==> src/rtl/alu_arbiter_pkg.sv <==
// Shared ISA types for the ALU arbiter: op codes, the ALU request struct and
// the arbiter state encoding.
package Isa;

    localparam int REGISTER_SIZE = 32;

    typedef enum logic [2:0] {
        OP_ADD = 3'd0,
        OP_SUB = 3'd1,
        OP_AND = 3'd2,
        OP_OR  = 3'd3,
        OP_XOR = 3'd4
    } OpCode;

    typedef struct packed {
        OpCode                    op_code;
        logic [REGISTER_SIZE-1:0] a;
        logic [REGISTER_SIZE-1:0] b;
    } AluRequest;

    typedef enum logic [1:0] {
        ARB_IDLE    = 2'd0,
        ARB_ISSUE   = 2'd1,
        ARB_WAIT    = 2'd2,
        ARB_RESPOND = 2'd3
    } ArbState;

endpackage

==> src/rtl/alu_arbiter_picker.sv <==
// Combinational round-robin search: first valid client after last_grant,
// wrapping from N-1 back to 0.
module round_robin_picker #(
    parameter int N    = 4,
    parameter int IdxW = $clog2(N)
) (
    input  logic [N-1:0]    valid_i,
    input  logic [IdxW-1:0] last_grant_i,
    output logic [IdxW-1:0] grant_o,
    output logic            any_valid_o
);

    logic [IdxW:0] cand;

    // Scan farthest-first so the nearest valid client after last_grant wins.
    always_comb begin
        grant_o     = last_grant_i;
        any_valid_o = 1'b0;
        cand        = '0;
        for (int k = N; k >= 1; k--) begin
            cand = {1'b0, last_grant_i} + (IdxW+1)'(k);
            if (cand >= (IdxW+1)'(N)) begin
                cand = cand - (IdxW+1)'(N);
            end
            if (valid_i[cand[IdxW-1:0]]) begin
                grant_o     = cand[IdxW-1:0];
                any_valid_o = 1'b1;
            end
        end
    end

endmodule

==> src/rtl/alu_arbiter.sv <==
// Round-robin arbiter sharing one ALU among N clients, one operation in flight.
// Optional WAIT watchdog enabled by defining ALU_ARBITER_TIMEOUT_EN.
module alu_arbiter
    import Isa::*;
#(
    parameter int NumberOfRequesters = 4,
    parameter int TimeoutCycles      = 1024
) (
    input  logic                                i_clock,
    input  logic                                i_reset,
    input  logic      [NumberOfRequesters-1:0]  i_req_valid,
    input  AluRequest [NumberOfRequesters-1:0]  i_req,
    output logic      [NumberOfRequesters-1:0]  o_req_ready,
    output logic      [NumberOfRequesters-1:0]  o_rsp_valid,
    output logic      [REGISTER_SIZE-1:0]       o_rsp_result,
    output logic                                o_rsp_error,
    output logic                                o_alu_valid,
    output AluRequest                           o_alu_req,
    input  logic                                i_alu_ready,
    input  logic                                i_alu_done,
    input  logic      [REGISTER_SIZE-1:0]       i_alu_result
);

    localparam int N    = NumberOfRequesters;
    localparam int IdxW = $clog2(N);

    if (N < 2 || N > 16 || TimeoutCycles < 1) begin : g_param_check
        $error("alu_arbiter: NumberOfRequesters must be 2..16 and TimeoutCycles >= 1");
    end

    function automatic logic [N-1:0] onehot(input logic [IdxW-1:0] idx);
        return {{(N-1){1'b0}}, 1'b1} << idx;
    endfunction

    ArbState                state_q;
    logic [IdxW-1:0]        last_grant_q;
    logic [IdxW-1:0]        grant_q;
    AluRequest              alu_req_q;
    logic                   alu_valid_q;
    logic [N-1:0]           rsp_valid_q;
    logic [REGISTER_SIZE-1:0] result_q;
    logic [IdxW-1:0]        pick;
    logic                   any_valid;
    logic [N-1:0]           req_ready_d;

`ifdef ALU_ARBITER_TIMEOUT_EN
    localparam int CntW = $clog2(TimeoutCycles + 1);
    logic [CntW-1:0]        wait_cnt_q;
    logic                   error_q;
`endif

    round_robin_picker #(.N(N), .IdxW(IdxW)) u_picker (
        .valid_i      (i_req_valid),
        .last_grant_i (last_grant_q),
        .grant_o      (pick),
        .any_valid_o  (any_valid)
    );

    // Grant is offered combinationally in IDLE; a valid request is always accepted.
    always_comb begin
        req_ready_d = '0;
        if (state_q == ARB_IDLE && any_valid && !i_reset) begin
            req_ready_d = onehot(pick);
        end
    end

    always_ff @(posedge i_clock) begin
        if (i_reset) begin
            state_q      <= ARB_IDLE;
            last_grant_q <= IdxW'(N - 1);
            grant_q      <= '0;
            alu_req_q    <= '0;
            alu_valid_q  <= 1'b0;
            rsp_valid_q  <= '0;
            result_q     <= '0;
`ifdef ALU_ARBITER_TIMEOUT_EN
            wait_cnt_q   <= '0;
            error_q      <= 1'b0;
`endif
        end else begin
            case (state_q)
                ARB_IDLE: begin
                    if (any_valid) begin
                        alu_req_q    <= i_req[pick];
                        grant_q      <= pick;
                        last_grant_q <= pick;
                        alu_valid_q  <= 1'b1;
                        state_q      <= ARB_ISSUE;
                    end
                end
                ARB_ISSUE: begin
                    if (i_alu_ready) begin
                        alu_valid_q <= 1'b0;
                        state_q     <= ARB_WAIT;
`ifdef ALU_ARBITER_TIMEOUT_EN
                        wait_cnt_q  <= '0;
`endif
                    end
                end
                ARB_WAIT: begin
                    // A done on the limit cycle takes precedence over the timeout.
                    if (i_alu_done) begin
                        result_q    <= i_alu_result;
                        rsp_valid_q <= onehot(grant_q);
                        state_q     <= ARB_RESPOND;
`ifdef ALU_ARBITER_TIMEOUT_EN
                        error_q     <= 1'b0;
                    end else if (wait_cnt_q == CntW'(TimeoutCycles - 1)) begin
                        result_q    <= '0;
                        error_q     <= 1'b1;
                        rsp_valid_q <= onehot(grant_q);
                        state_q     <= ARB_RESPOND;
                    end else begin
                        wait_cnt_q  <= wait_cnt_q + 1'b1;
`endif
                    end
                end
                ARB_RESPOND: begin
                    rsp_valid_q <= '0;
                    state_q     <= ARB_IDLE;
                end
                default: state_q <= ARB_IDLE;
            endcase
        end
    end

    assign o_req_ready  = req_ready_d;
    assign o_rsp_valid  = rsp_valid_q;
    assign o_rsp_result = result_q;
    assign o_alu_valid  = alu_valid_q;
    assign o_alu_req    = alu_req_q;
`ifdef ALU_ARBITER_TIMEOUT_EN
    assign o_rsp_error  = error_q;
`else
    assign o_rsp_error  = 1'b0;
`endif

endmodule

==> config.mk <==
export PLATFORM = sky130hd
export DESIGN_NAME = alu_arbiter
export DESIGN_NICKNAME = d
export VERILOG_FILES = /design/src/rtl/alu_arbiter_pkg.sv /design/src/rtl/alu_arbiter_picker.sv /design/src/rtl/alu_arbiter.sv
export SDC_FILE = /design/constraint.sdc
export NUM_CORES = 1
export LEC_CHECK = 0
export ABC_CLOCK_PERIOD_IN_PS = 2000
export CAP_MARGIN = 20
export CORE_AREA = 2 2 163 165
export CTS_CLUSTER_SIZE = 20
export DETAILED_ROUTE_END_ITERATION = 10
export DIE_AREA = 0 0 165 167
export PLACE_DENSITY_LB_ADDON = 0.08
export SYNTH_ARGS = -nofsm -noshare
export SYNTH_HDL_FRONTEND = slang
export SYNTH_HIERARCHICAL = 1
export SYNTH_SLANG_ARGS = --single-unit
==> constraint.sdc <==
create_clock -name i_clock -period 2 [get_ports i_clock]
set_input_delay 0.2 -clock i_clock [delete_from_list [all_inputs] [get_ports i_clock]]
set_output_delay 0.2 -clock i_clock [all_outputs]
set_load 0.02 [all_outputs]
==> results.py <==
metrics = {
    "logic_synthesis": {
        "synth_area_per_cell_sq_um": 9.338,
        "syn_nets": 909,
        "async_flop_share_pct": 0,
        "synthCells": 596,
        "synth.area.top_cells": "dfxtp_1 40%, mux2_2 14%, mux2i_1 13%, a22oi_1 8.9%, nand2_1 5.1%",
        "syn-cell-area_sq_um": 5565,
        "ys_seq_area_share_pct": 39.57,
        "synthMuxAreaShare_pct": 26.15,
        "synth_top_family_by_area": "multiplexers",
        "ys_seq_elements": 110,
        "synth_ff_type": "dfxtp_1",
        "yosys_warnings": 6,
        "yosys.area_share.simple_pct": 7.869,
        "synth_edf_count": 0,
        "synth-xor-area-share_pct": 0,
        "ys_types": 37,
        "synth-compound-area-share_pct": 19.94,
        "yosysTopAreaCell": "dfxtp_1",
        "synth_fa_ha_area_share_pct": 1.124,
        "netlist.area_leader.share_pct": 39.57,
    },
    "clock_network": {
        "cts_buffer_depth": 2,
        "cts_tree": "done",
        "cts_buffers": 9,
        "clk_latency_ns": 0.36,
        "clkTransAtPathRegs_ns": 0.09,
        "cts_hold_buffers": 0,
        "htree_num_levels": 3,
        "root_buffer": "clkbuf_16",
        "cts_sinks": 110,
    },
    "timing": {
        "max_freq_mhz": 472.3,
        "post-route-period-util_pct": 105.9,
        "report.final.slew_viol_count": 0,
        "setup_violations": 64,
        "fin_ws_ns": -0.1172,
        "fin_worst_skew_ns": 0.01057,
        "layout_min_cycle_time_ns": 2.117,
        "rsz0062_at_grt": "true",
        "hold_viol": 0,
        "setup_tns_ns": -3.270,
    },
    "floorplan": {
        "std_cell_rows": 59,
        "io_pins": 417,
        "fp.dieH_um": 167,
        "start_util_pct": 21.60,
        "die_area_sq_um": 27560,
        "die_x_um": 165,
        "coreArea_sq_um": 25760,
    },
    "final_layout": {
        "fin_nets": 1356,
        "syn_to_final_growth_pct": 101.8,
        "fin_cells": 1384,
        "layout-drive-gt1-share_pct": 19.56,
    },
    "drt": {
        "vias": 6165,
        "post-route-drc-count": 0,
        "drt_first_pass_iters": 6,
        "viasPerCell": 4.454,
        "drtAntennaViolNets": 0,
        "wl_um": 25480,
        "post_drt_wl_per_cell_um": 18.41,
        "drt_iter0_drc": 231,
    },
    "critical_path": {
        "start_kind": "flop",
        "worstPathMaxFanout": 6,
        "cp_top_family": "buffers and inverters",
        "crit_type": "reg2out",
        "cp_slowest_stage_delay_ns": 0.43,
        "slowest_stage": "a221o_4",
        "crit_chain": "buf_6 -> mux2i_1 -> nor2_1 -> a221o_4 -> buf_4 -> and2_1 -> buf_2",
        "crit_path_end_kind": "output pin",
        "worstPathArrival_ns": 1.92,
        "critPathBufInv": 3,
        "cp.required_ns": 1.80,
    },
    "run_status": {
        "violations": "negative setup slack",
        "status": "complete, but fails checks",
    },
    "global_routing": {
        "met2_usage_pct": 31.38,
        "overflow": 0,
        "top_usage_layer": "met2",
        "use_met1_pct": 19.89,
        "grt_pass1_wl_um": 36310,
        "grt_max_degree": 52,
        "grt_pass1_vias": 6092,
        "grt_usage_pct": 17.35,
        "antenna_found_initial": 1,
        "grtUsageMet3_pct": 5.006,
    },
    "pwr": {
        "power_leakage_nw": 4.213,
        "peakVddDrop_v": 0.0006023,
        "p_per_area_nw_per_um2": 1210,
    },
    "min_path": {
        "holdCritPathClass": "in2reg",
    },
    "placed_design": {
        "portBuffers": 415,
        "gp_congestion": 0.7670,
        "dp_cells": 1347,
        "hpwl_um": 18900,
    },
    "flow_run": {
        "drv_cap": 0,
    },
}
registers in the layout (all words and copies together), names as in the netlist:
name          cells
grant_q           2
last_grant_q      2
o_alu_req        67
o_alu_valid       1
o_rsp_result     32
o_rsp_valid       4
state_q           2
worst min-delay path, stage by stage:
cell             delay [ns]
clkdlybuf4s50_1        0.39
nand2_1                0.06
a21oi_1                0.05
cells in the mapped netlist, types with 2 or more instances:
| cell type | count |
|---|---|
| dfxtp_1 | 110 |
| nand2_1 | 75 |
| mux2i_1 | 70 |
| mux2_2 | 67 |
| a22oi_1 | 66 |
| o21ai_0 | 56 |
| a21oi_1 | 46 |
| clkbuf_1 | 24 |
| buf_2 | 15 |
| o21ai_1 | 11 |
| inv_1 | 8 |
| ha_1 | 5 |
| clkbuf_2 | 4 |
| nor2_1 | 4 |
| and2_1 | 3 |
| buf_4 | 3 |
| nand2b_1 | 3 |
| a221o_1 | 2 |
| buf_6 | 2 |
| buf_8 | 2 |
| nand3_1 | 2 |
| or4_1 | 2 |
| or4b_2 | 2 |
layout by cell type (no fill, tap or decap), drive strengths merged, types with 2 or more instances in the layout:
cell	n
a21oi	46
clkinv	3
ha	5
buf	73
or4	2
inv	12
dfxtp	110
a22oi	66
clkbuf	11
a221o	2
nand2	76
nand2b	3
clkdlybuf4s50	409
mux2	67
mux2i	70
nor2	4
and2	3
or4b	2
o21ai	67
nand3	2
path summary, 6_finish.rpt:
check / depth (start not counted) / end / start / slack, ns
setup / recovery: 7 / o_req_ready[3] / last_grant_q[1] / -0.12
hold / removal: 3 / o_rsp_result[11] / i_alu_result[11] / 0.37
setup reg to reg: 9 / o_alu_req[22] / last_grant_q[1] / -0.10
hold reg to reg: 2 / o_rsp_result[29] / o_rsp_result[29] / 0.46
area by class of cell:
type / count / area, sq um
clock inverter: 7 / 86.33
sequential: 110 / 2203
fill: 2601 / 14530
tap: 335 / 419.2
multi-input combinational: 427 / 3302
antenna: 1 / 2.502
clock buffer: 9 / 225.2
inverter: 8 / 30.03
timing repair buffer: 487 / 4962
where the power goes:
part | internal [mW] | switching (mW)
Clock | 0.908 | 1.01
Combinational | 4.40 | 3.84
Sequential | 2.99 | 0.443
layer usage:
layer | share of wire (%) | vias up | wire [um]
met2 | 51 | 236 | 13020
met5 | 0 | - | 0
met1 | 39 | 2847 | 10060
li1 | - | 3064 | -
met4 | 1.3 | 0 | 343
met3 | 8.1 | 18 | 2061
metrics by stage:
stage / utilization [%] / setup slack (ns) / area (sq um) / hold slack [ns] / power [mW]
2_1_floorplan: - / 0.04078 / 5565 / 0.3360 / 7.197
3_3_place_gp: 40.27 / -0.5330 / 10380 / 0.4410 / 10.77
3_5_place_dp: 40.27 / -0.5429 / 10380 / 0.4474 / 10.77
4_1_cts: 42.56 / -0.1227 / 10970 / 0.3522 / 13.37
5_1_grt: 43.59 / -0.1921 / 11230 / 0.3598 / 14.42
6_report: 43.59 / -0.1172 / 11230 / 0.3723 / 13.59
timing repair:
item,CTS,global route
endpoints found under the setup margin,71,71
cloned,4,2
setup buffers,12,3
pin swaps,4,11
gates resized for setup,59,84
kinds of logic after synthesis:
kind of cell | Yosys count
other cells | 1
buf+inv | 59
fa+ha+maj | 5
mux | 137
compound gates | 185
simple gates | 99
flops | 110
No activity file was read; power rests on OpenSTA's default activity.
